`src/rtl/pwd_keypad_entry_if.sv`:
```
// Keypad-side signal bundle for pwd_keypad_entry: raw buttons and arm in,
// password digits and status out.
interface pwd_keypad_entry_if;
  logic       arm;
  logic [3:0] btn_digit;
  logic       btn_clear;
  logic       btn_enter;
  logic [1:0] password_1;
  logic [1:0] password_2;
  logic       pwd_valid;
  logic       entry_active;
  logic [1:0] digit_count;
  logic       timeout_err;

  modport master (
    output arm, btn_digit, btn_clear, btn_enter,
    input  password_1, password_2, pwd_valid, entry_active, digit_count, timeout_err
  );

  modport slave (
    input  arm, btn_digit, btn_clear, btn_enter,
    output password_1, password_2, pwd_valid, entry_active, digit_count, timeout_err
  );
endinterface

```
`src/rtl/pwd_keypad_entry.sv`:
```
// Entrance keypad front end: synchronises and debounces six buttons, sequences
// two password digits plus enter, and presents them to the gate controller.
module pwd_keypad_entry #(
  parameter int unsigned DEBOUNCE_CYCLES = 16,
  parameter int unsigned TIMEOUT_CYCLES  = 100000
) (
  input  logic                clk,
  input  logic                reset_n,
  pwd_keypad_entry_if.slave   kp
);

  localparam int unsigned NBTN = 6;
  localparam int unsigned DBW  = $clog2(DEBOUNCE_CYCLES + 1);
  localparam int unsigned TW   = $clog2(TIMEOUT_CYCLES + 1);
  localparam logic [DBW-1:0] DB_LAST  = DBW'(DEBOUNCE_CYCLES - 1);
  localparam logic [TW-1:0]  TMO_LAST = TW'(TIMEOUT_CYCLES - 1);
  localparam logic [TW-1:0]  TMO_MAX  = TW'(TIMEOUT_CYCLES);

  typedef enum logic [2:0] {
    S_IDLE,
    S_WAIT_D1,
    S_WAIT_D2,
    S_WAIT_ENTER,
    S_SUBMIT,
    S_HOLD
  } state_t;

  // ---------------- input conditioning ----------------
  logic [NBTN-1:0] w_raw;
  logic [NBTN-1:0] r_sync1;
  logic [NBTN-1:0] r_sync2;
  logic [NBTN-1:0] r_level;
  logic [NBTN-1:0] r_press;
  logic [DBW-1:0]  r_db_cnt [NBTN];

  assign w_raw = {kp.btn_enter, kp.btn_clear, kp.btn_digit};

  // Press pulse is raised on the same edge the debounced level rises,
  // giving DEBOUNCE_CYCLES+2 cycles from raw rise to a visible event.
  always_ff @(posedge clk or negedge reset_n) begin
    if (!reset_n) begin
      r_sync1 <= '0;
      r_sync2 <= '0;
      r_level <= '0;
      r_press <= '0;
      for (int unsigned i = 0; i < NBTN; i++) r_db_cnt[i] <= '0;
    end else begin
      r_sync1 <= w_raw;
      r_sync2 <= r_sync1;
      r_press <= '0;
      for (int unsigned i = 0; i < NBTN; i++) begin
        if (r_sync2[i] == r_level[i]) begin
          r_db_cnt[i] <= '0;
        end else if (r_db_cnt[i] == DB_LAST) begin
          r_db_cnt[i] <= '0;
          r_level[i]  <= r_sync2[i];
          r_press[i]  <= r_sync2[i];
        end else begin
          r_db_cnt[i] <= r_db_cnt[i] + DBW'(1);
        end
      end
    end
  end

  // ---------------- event decode ----------------
  logic [3:0] w_dig;
  logic       w_clr;
  logic       w_ent;
  logic       w_dig_one;
  logic [1:0] w_dig_val;

  assign w_dig     = r_press[3:0];
  assign w_clr     = r_press[4];
  assign w_ent     = r_press[5];
  assign w_dig_one = (w_dig != 4'd0) && ((w_dig & (w_dig - 4'd1)) == 4'd0);

  always_comb begin
    w_dig_val = 2'd0;
    case (w_dig)
      4'b0010: w_dig_val = 2'd1;
      4'b0100: w_dig_val = 2'd2;
      4'b1000: w_dig_val = 2'd3;
      default: w_dig_val = 2'd0;
    endcase
  end

  // ---------------- sequencing FSM ----------------
  state_t         r_state;
  state_t         w_state_nxt;
  logic [1:0]     r_d1;
  logic [1:0]     r_d2;
  logic [1:0]     w_d1_nxt;
  logic [1:0]     w_d2_nxt;
  logic [TW-1:0]  r_tcnt;
  logic [TW-1:0]  w_tcnt_nxt;
  logic           w_waiting;
  logic           w_tmo_hit;
  logic           w_accept;
  logic           w_tmo_fire;

  logic [1:0]     r_pw1;
  logic [1:0]     r_pw2;
  logic           r_valid;
  logic           r_active;
  logic [1:0]     r_cnt;
  logic           r_tmo;
  logic [1:0]     w_pw1_nxt;
  logic [1:0]     w_pw2_nxt;
  logic           w_valid_nxt;
  logic           w_active_nxt;
  logic [1:0]     w_cnt_nxt;

  always_ff @(posedge clk or negedge reset_n) begin
    if (!reset_n) begin
      r_state  <= S_IDLE;
      r_d1     <= '0;
      r_d2     <= '0;
      r_tcnt   <= '0;
      r_pw1    <= '0;
      r_pw2    <= '0;
      r_valid  <= 1'b0;
      r_active <= 1'b0;
      r_cnt    <= '0;
      r_tmo    <= 1'b0;
    end else begin
      r_state  <= w_state_nxt;
      r_d1     <= w_d1_nxt;
      r_d2     <= w_d2_nxt;
      r_tcnt   <= w_tcnt_nxt;
      r_pw1    <= w_pw1_nxt;
      r_pw2    <= w_pw2_nxt;
      r_valid  <= w_valid_nxt;
      r_active <= w_active_nxt;
      r_cnt    <= w_cnt_nxt;
      r_tmo    <= w_tmo_fire;
    end
  end

  always_comb begin
    w_state_nxt = r_state;
    w_d1_nxt    = r_d1;
    w_d2_nxt    = r_d2;
    w_accept    = 1'b0;
    w_tmo_fire  = 1'b0;
    w_waiting   = (r_state == S_WAIT_D1) || (r_state == S_WAIT_D2) ||
                  (r_state == S_WAIT_ENTER);
    w_tmo_hit   = w_waiting && (r_tcnt >= TMO_LAST);

    // Losing arm overrides every key event and the timeout.
    if ((r_state != S_IDLE) && !kp.arm) begin
      w_state_nxt = S_IDLE;
      w_d1_nxt    = '0;
      w_d2_nxt    = '0;
    end else begin
      case (r_state)
        S_IDLE: begin
          if (kp.arm) w_state_nxt = S_WAIT_D1;
        end
        S_WAIT_D1: begin
          if (w_clr) begin
            w_accept = 1'b1;
            w_d1_nxt = '0;
            w_d2_nxt = '0;
          end else if (w_dig_one) begin
            w_accept    = 1'b1;
            w_d1_nxt    = w_dig_val;
            w_state_nxt = S_WAIT_D2;
          end else if (w_tmo_hit) begin
            w_tmo_fire = 1'b1;
            w_d1_nxt   = '0;
            w_d2_nxt   = '0;
          end
        end
        S_WAIT_D2: begin
          if (w_clr) begin
            w_accept    = 1'b1;
            w_d1_nxt    = '0;
            w_d2_nxt    = '0;
            w_state_nxt = S_WAIT_D1;
          end else if (w_dig_one) begin
            w_accept    = 1'b1;
            w_d2_nxt    = w_dig_val;
            w_state_nxt = S_WAIT_ENTER;
          end else if (w_tmo_hit) begin
            w_tmo_fire  = 1'b1;
            w_d1_nxt    = '0;
            w_d2_nxt    = '0;
            w_state_nxt = S_WAIT_D1;
          end
        end
        S_WAIT_ENTER: begin
          if (w_clr) begin
            w_accept    = 1'b1;
            w_d1_nxt    = '0;
            w_d2_nxt    = '0;
            w_state_nxt = S_WAIT_D1;
          end else if (w_ent) begin
            w_accept    = 1'b1;
            w_state_nxt = S_SUBMIT;
          end else if (w_tmo_hit) begin
            w_tmo_fire  = 1'b1;
            w_d1_nxt    = '0;
            w_d2_nxt    = '0;
            w_state_nxt = S_WAIT_D1;
          end
        end
        S_SUBMIT: w_state_nxt = S_HOLD;
        S_HOLD: begin
          if (w_clr) begin
            w_d1_nxt    = '0;
            w_d2_nxt    = '0;
            w_state_nxt = S_WAIT_D1;
          end
        end
        default: w_state_nxt = S_IDLE;
      endcase
    end

    // Idle timer restarts on any state change, accepted key or timeout.
    if (!w_waiting || (w_state_nxt != r_state) || w_accept || w_tmo_fire)
      w_tcnt_nxt = '0;
    else if (r_tcnt != TMO_MAX)
      w_tcnt_nxt = r_tcnt + TW'(1);
    else
      w_tcnt_nxt = r_tcnt;

    // Outputs are registered from the next state so they line up with it.
    w_valid_nxt  = (w_state_nxt == S_SUBMIT);
    w_active_nxt = (w_state_nxt != S_IDLE);
    case (w_state_nxt)
      S_SUBMIT: begin
        w_pw1_nxt = r_d1;
        w_pw2_nxt = r_d2;
      end
      S_HOLD: begin
        w_pw1_nxt = r_pw1;
        w_pw2_nxt = r_pw2;
      end
      default: begin
        w_pw1_nxt = '0;
        w_pw2_nxt = '0;
      end
    endcase
    case (w_state_nxt)
      S_WAIT_D2:                       w_cnt_nxt = 2'd1;
      S_WAIT_ENTER, S_SUBMIT, S_HOLD:  w_cnt_nxt = 2'd2;
      default:                         w_cnt_nxt = 2'd0;
    endcase
  end

  assign kp.password_1   = r_pw1;
  assign kp.password_2   = r_pw2;
  assign kp.pwd_valid    = r_valid;
  assign kp.entry_active = r_active;
  assign kp.digit_count  = r_cnt;
  assign kp.timeout_err  = r_tmo;

endmodule

```
`src/flat_wrapper.sv`:
```
// flat-port wrapper written by rule: the top's interface ports become plain ports
module pwd_keypad_entry_flat 
#(
  parameter int unsigned DEBOUNCE_CYCLES = 16,
  parameter int unsigned TIMEOUT_CYCLES  = 100000
)
  (clk, reset_n, kp_arm, kp_btn_digit, kp_btn_clear, kp_btn_enter, kp_password_1, kp_password_2, kp_pwd_valid, kp_entry_active, kp_digit_count, kp_timeout_err);
  pwd_keypad_entry_if kp_i ();
  input  logic clk;
  input  logic reset_n;
  input wire logic [$bits(kp_i.arm)-1:0] kp_arm;
  input wire logic [$bits(kp_i.btn_digit)-1:0] kp_btn_digit;
  input wire logic [$bits(kp_i.btn_clear)-1:0] kp_btn_clear;
  input wire logic [$bits(kp_i.btn_enter)-1:0] kp_btn_enter;
  output wire logic [$bits(kp_i.password_1)-1:0] kp_password_1;
  output wire logic [$bits(kp_i.password_2)-1:0] kp_password_2;
  output wire logic [$bits(kp_i.pwd_valid)-1:0] kp_pwd_valid;
  output wire logic [$bits(kp_i.entry_active)-1:0] kp_entry_active;
  output wire logic [$bits(kp_i.digit_count)-1:0] kp_digit_count;
  output wire logic [$bits(kp_i.timeout_err)-1:0] kp_timeout_err;
  assign kp_i.arm = kp_arm;
  assign kp_i.btn_digit = kp_btn_digit;
  assign kp_i.btn_clear = kp_btn_clear;
  assign kp_i.btn_enter = kp_btn_enter;
  assign kp_password_1 = kp_i.password_1;
  assign kp_password_2 = kp_i.password_2;
  assign kp_pwd_valid = kp_i.pwd_valid;
  assign kp_entry_active = kp_i.entry_active;
  assign kp_digit_count = kp_i.digit_count;
  assign kp_timeout_err = kp_i.timeout_err;
  pwd_keypad_entry #(.DEBOUNCE_CYCLES(DEBOUNCE_CYCLES), .TIMEOUT_CYCLES(TIMEOUT_CYCLES)) u_core (.clk(clk), .reset_n(reset_n), .kp(kp_i));
endmodule
```
`config.mk`:
```
export PLATFORM = sky130hd
export DESIGN_NAME = pwd_keypad_entry_flat
export DESIGN_NICKNAME = d
export VERILOG_FILES = /design/src/rtl/pwd_keypad_entry_if.sv /design/src/rtl/pwd_keypad_entry.sv /design/src/flat_wrapper.sv
export SDC_FILE = /design/constraint.sdc
export NUM_CORES = 1
export LEC_CHECK = 0
export CAP_MARGIN = 0
export CORE_ASPECT_RATIO = 1.2
export CORE_MARGIN = 4
export CORE_UTILIZATION = 60
export CTS_CLUSTER_DIAMETER = 150
export DETAILED_ROUTE_END_ITERATION = 10
export GPL_TIMING_DRIVEN = 1
export PLACE_DENSITY = 0.85
export SYNTH_ARGS = -nofsm -noshare
export SYNTH_HDL_FRONTEND = slang
export SYNTH_SLANG_ARGS = --single-unit
```
`constraint.sdc`:
```
create_clock -name clk -period 4.3 [get_ports clk]
set_input_delay 0.43 -clock clk [delete_from_list [all_inputs] [get_ports clk]]
set_output_delay 0.43 -clock clk [all_outputs]
set_load 0.01 [all_outputs]
```
==> results.tsv, run 1 <==
metric	value	unit
synth.top_cell.area_share	51.88	%
crit_type	flip-flop to flip-flop	
die_w	84.35	µm
finalNetCount	423	
cts_tree	yes	
layout_commonest_cell	dfrtp_1	
synth_cell_type_count	55	
wl_per_cell	14.71	µm
cts_buffers	9	
peakVddDrop	275.8	µV
rsz0062_at_grt	false	
vias	2899	
synth-edff-count	0	
ant_nets	0	
port_buffers	17	
core-area	6813	µm²
grt.total_usage	19.53	%
final_cell_mix	87 x dfrtp_1, 51 x nor2_1, 24 x nand2_1, 24 x xor2_1, 19 x nand3_1	
dpl.hpwl	4.964	mm
detailedPlace.worstSlack	1.467	ns
synthArstFlopShare	100.0	%
synth_nets	408	
avgSynthCellArea	10.73	µm²
grt_overflow_total	0	
die_h	99.62	µm
synth_area_leaders	dfrtp_1 52%, xor2_1 5.0%, nor2_1 4.6%	
fin_ws	1.619	ns
clock-sinks	87	
cts_setup_buffers	0	
synth-seq-area-share	51.88	%
fmax	373.0	MHz
synth-main-ff-cell	dfrtp_1	
via_per_inst	5.821	
holdWs	0.2302	ns
power	1.623	mW
required	4.50	ns
nFillCells	515	
synth_cells	391	
antenna_found_initial	0	
setup_viol	0	
place_congestion	0.8929	
first_pass_iters	4	
start_util	61.60	%
worst-path-max-fanout	17	
cts_hold_buf	0	
areaGrowthSynthToFinish	10.14	%
maxCapViolCount	0	
cp-start-kind	flip-flop	
finalNonFillerCells	498	
synth_warnings	0	
p_leak	2.083	nW
netlist_area	4197	µm²
synth_top_area_cell	dfrtp_1	
io_pins	18	
dp_cells	482	
fin_skew	0.01386	ns
root_buffer	clkbuf_8	
hold_class	primary input to asynchronous set/reset pin	
fp.dieArea	8402	µm²
n_antenna_cell	0	
drive_above_1_share	11.44	%
worst_ep_arrival_time	2.88	ns
fin_tns_setup	0	ns
hold_violations	0	
drtIter0Drc	185	
post_cts_resize_count	0	
wl	7.328	mm
max-clock-path-buffers	2	
rows	33	
drv_slew	0	
cts_max_level	3	
clock_latency	0.36	ns
status	finished, final reports clean	
crit_path_end_kind	flip-flop	
grt_pass1_vias	3038	
fin_crit	2.681	ns
drcViolationCount	0	
yosys_register_bits	87	
worst_pin_slew	1.051	ns
clk_pin_slew	0.09	ns
p_per_area	351.2	nW/µm²
period_share	62.35	%
grt_pass1_wl	13.34	mm
grt_max_degree	88	
slew_headroom	29.95	%
-- synthesized netlist by cell type (all sizes together), types with 2 or more instances --
| cell | count |
|---|---|
| o21a | 2 |
| o21ai | 15 |
| xnor2 | 12 |
| nor4b | 10 |
| or3 | 5 |
| and2 | 10 |
| a21o | 3 |
| nor2 | 51 |
| nand2b | 4 |
| and3 | 10 |
| mux2 | 6 |
| clkbuf | 8 |
| nand4 | 4 |
| nor3 | 4 |
| ha | 8 |
| o21bai | 3 |
| mux2i | 6 |
| o2bb2ai | 4 |
| nor2b | 3 |
| xor2 | 24 |
| buf | 6 |
| a211oi | 2 |
| dfrtp | 87 |
| o221ai | 2 |
| o211ai | 3 |
| a31oi | 5 |
| nand2 | 24 |
| nand3 | 19 |
| nor4 | 15 |
| inv | 12 |
| a21oi | 10 |
-- power by group --
part           total, mW  switching, mW  internal [mW]
registers          0.874         0.0307          0.844
clock network      0.581          0.282          0.299
logic              0.168          0.103         0.0648
total               1.62          0.416           1.21
-- layout make-up --
| cell class | count | area (µm²) | area share (%) |
|---|---|---|---|
| Tap cell | 87 | 108.9 | 2.355 |
| Multi-Input combinational cell | 278 | 1908 | 41.28 |
| Timing Repair Buffer | 18 | 175.2 | 3.790 |
| Clock buffer | 11 | 151.4 | 3.276 |
| Inverter | 12 | 45.04 | 0.9746 |
| Clock inverter | 5 | 56.30 | 1.218 |
| Sequential cell | 87 | 2177 | 47.10 |
-- per-layer routing --
layer | wire [µm] | vias up | GRT usage (%)
met3 | 299 | 20 | 4.805
met4 | 204 | 0 | 9.866
met1 | 3121 | 1405 | 24.56
met5 | 0 | - | 0
met2 | 3702 | 68 | 31.53
li1 | - | 1406 | -
-- final timing paths --
path | start | to | slack, ns | cells after the start
min in group clk | u_core.r_sync1[4]$_DFF_PN0_ | u_core.r_sync2[4]$_DFF_PN0_ | 0.35 | 0
max in group asynchronous | reset_n | u_core.r_sync2[0]$_DFF_PN0_ | 3.37 | 1
min reg2reg | u_core.r_sync1[4]$_DFF_PN0_ | u_core.r_sync2[4]$_DFF_PN0_ | 0.35 | 0
max | u_core.r_press[0]$_DFF_PN0_ | u_core.r_tcnt[1]$_DFFE_PN0P_ | 1.62 | 6
min | reset_n | u_core.kp.password_2[1]$_DFFE_PN0P_ | 0.23 | 1
max reg2reg | u_core.r_press[0]$_DFF_PN0_ | u_core.r_tcnt[1]$_DFFE_PN0P_ | 1.62 | 6
-- stage by stage --
step / util [%] / cell area, µm²
CTS: 67.84 / 4622
floorplan: - / 4197
global placement: 64.79 / 4414
finish: 67.84 / 4622
global route: 67.84 / 4622
detailed placement: 64.79 / 4414
-- worst max-delay path, stage by stage (launching register included) --
cell	delay [ns]
dfrtp_1	0.42
xnor2_1	0.14
or3_1	0.42
a21oi_1	0.50
a21oi_1	0.15
o21ai_2	0.78
nor4_1	0.11
-- cell families after synthesis --
family,count (synthesis),share of synthesized area (%)
compound gates,60,11.03
xor+xnor,36,7.513
fa+ha+maj,8,2.385
buf+inv,26,2.654
flops,87,51.88
mux,12,3.041
simple gates,162,21.50
-- registers in the layout (all words and copies together), names as in the netlist --
signal                  count
u_core.kp.password_1        2
u_core.r_press              6
u_core.kp.entry_active      1
u_core.r_level              6
u_core.kp.password_2        2
u_core.r_sync2              6
u_core.r_d2                 2
u_core.r_state              3
u_core.r_sync1              6
u_core.r_tcnt              17
u_core.kp.pwd_valid         1
u_core.r_d1                 2
u_core.r_db_cnt            30
u_core.kp.digit_count       2
u_core.kp.timeout_err       1
No activity file was read; power rests on OpenSTA's default activity.
==> run 2, diff against run 1 <==
Clock period 4.3 ns to 2.6 ns, I/O delays scaled along.
==> results.tsv, run 2 (synthesis gave the netlist of run 1 again) <==
metric	value	unit	change
status	finished, final reports clean		
max-clock-path-buffers	2		unchanged
fmax	408.4	MHz	+9.5%
worst_ep_arrival_time	2.69	ns	-0.19 ns
worst-path-max-fanout	17		unchanged
core-area	6813	µm²	unchanged
n_antenna_cell	0		unchanged
finalNetCount	435		+2.8%
drv_slew	0		unchanged
setup_viol	0		unchanged
root_buffer	clkbuf_8		
clk_pin_slew	0.08	ns	about the same
place_congestion	0.9202		+3.1%
cts_buffers	9		unchanged
ant_nets	0		unchanged
via_per_inst	5.863		+0.71%
slew_headroom	53.46	%	+24 points
fin_crit	2.449	ns	-0.2323 ns
layout_commonest_cell	dfrtp_1		
worst_pin_slew	0.6982	ns	-0.3526 ns
first_pass_iters	4		unchanged
cts_setup_buffers	0		unchanged
required	2.84	ns	-1.66 ns
wl_per_cell	14.86	µm	+1.0%
grt_pass1_vias	3050		+0.39%
cts_max_level	3		unchanged
reg_top3	u_core.r_db_cnt (30), u_core.r_tcnt (17)		
period_share	94.18	%	+32 points
hold_class	primary input to flip-flop		
power	2.672	mW	+65%
grt_overflow_total	0		unchanged
drcViolationCount	0		unchanged
rsz0062_at_grt	false		
crit_type	flip-flop to flip-flop		
drtIter0Drc	179		-3.2%
hold_violations	0		unchanged
p_leak	2.150	nW	+3.2%
drive_above_1_share	13.71	%	+2.3 points
grt.total_usage	19.69	%	+0.15 points
detailedPlace.worstSlack	0.1033	ns	-1.363 ns
antenna_found_initial	0		unchanged
grt_pass1_wl	13.31	mm	-0.25%
clock_latency	0.36	ns	about the same
areaGrowthSynthToFinish	12.88	%	
die_h	99.62	µm	unchanged
holdWs	0.3459	ns	+0.1157 ns
fin_ws	0.1512	ns	-1.468 ns
peakVddDrop	429.5	µV	+56%
grt_max_degree	56		-36%
path_cells	or4_4 -> nor3_2 -> a211o_4 -> a21o_1 -> o221ai_4 -> buf_12 -> nor4_1		
largest_reg_flops	30		unchanged
start_util	61.60	%	unchanged
top_register	u_core.r_db_cnt		
fin_tns_setup	0	ns	unchanged
cts_tree	yes		
clock-sinks	87		unchanged
port_buffers	17		unchanged
wl	7.581	mm	+3.5%
fin_skew	0.01875	ns	+0.004886 ns
final_cell_mix	87 x dfrtp_1, 51 x nor2_1, 24 x nand2_1, 24 x xor2_1, 19 x nand3_1		
io_pins	18		unchanged
crit_slowest_cell	or4_4		
rows	33		unchanged
p_per_area	564.1	nW/µm²	+61%
maxCapViolCount	0		unchanged
fp.dieArea	8402	µm²	unchanged
die_w	84.35	µm	unchanged
slowest_delay	0.56	ns	-0.22 ns
cp-start-kind	flip-flop		
vias	2990		+3.1%
dpl.hpwl	5.338	mm	+7.5%
crit_path_end_kind	flip-flop		
-- run 2: changes by cell type in the layout (fill, tap and decap cells not counted), sizes merged --
cell / previous run / this run
dlygate4sd3: 0 / 1
clkinvlp: 1 / 0
buf: 2 / 13
clkinv: 3 / 4
-- run 2: worst paths after layout --
path	depth (start not counted)	end	slack, ns	from
min in group asynchronous	2	u_core.r_state[2]$_DFF_PN0_	0.49	reset_n
worst min register to register	0	u_core.r_sync2[3]$_DFF_PN0_	0.35	u_core.r_sync1[3]$_DFF_PN0_
worst max register to register	7	u_core.r_tcnt[3]$_DFFE_PN0P_	0.15	u_core.r_tcnt[12]$_DFFE_PN0P_
worst max-delay path	7	u_core.r_tcnt[3]$_DFFE_PN0P_	0.15	u_core.r_tcnt[12]$_DFFE_PN0P_
worst min-delay path	1	u_core.r_sync1[5]$_DFF_PN0_	0.35	kp_btn_enter
max in group asynchronous	3	u_core.r_sync1[4]$_DFF_PN0_	1.48	reset_n
-- run 2: worst max-delay path: cells and delay by family (launching register included) --
kind,cells,cell delay [ns]
and+or+nand+nor,3,1.12
AOI/OAI and AO/OA,3,0.63
buffers and inverters,1,0.18
DFF,1,0.41
-- run 2: stage by stage --
step / util (%) / instances / cell area [µm²]
detailed placement: 66.37 / 493 / 4522
global placement: 66.37 / 493 / 4522
finish: 69.53 / 510 / 4737
global route: 69.53 / 510 / 4737
floorplan: - / 391 / 4197
CTS: 69.44 / 510 / 4731
-- run 2: layout make-up --
type,instances,area (µm²)
Tap cell,87,108.9
Sequential cell,87,2177
Clock inverter,5,57.56
Timing Repair Buffer,30,292.8
Inverter,12,45.04
Fill cell,492,2076
Multi-Input combinational cell,278,1914
Clock buffer,11,141.4
-- run 2: power breakdown --
part           internal (mW)  switching, mW
Combinational          0.121          0.184
Sequential              1.40         0.0423
Clock                  0.471          0.459
-- run 2: timing repair --
action                                  4_1_cts  5_1_grt
endpoints found under the setup margin        0        3
hold buffers                                  1        0
resized for setup                             0        1
hold endpoints to repair                     54        0
-- run 2: per-layer routing --
| layer | vias up | routed length [µm] | track usage, % |
|---|---|---|---|
| met5 | - | 0 | 0 |
| met4 | 0 | 163 | 8.892 |
| met3 | 17 | 364 | 4.888 |
| met2 | 84 | 3885 | 33.41 |
| met1 | 1455 | 3168 | 23.75 |
| li1 | 1434 | - | - |
==> run 3, diff against run 2 <==
Settings changed: CAP_MARGIN 0 to unset, GPL_ROUTABILITY_DRIVEN set to 0.
==> results of run 3 <==
Final layout, timing and power as in run 2 (identical DEF).
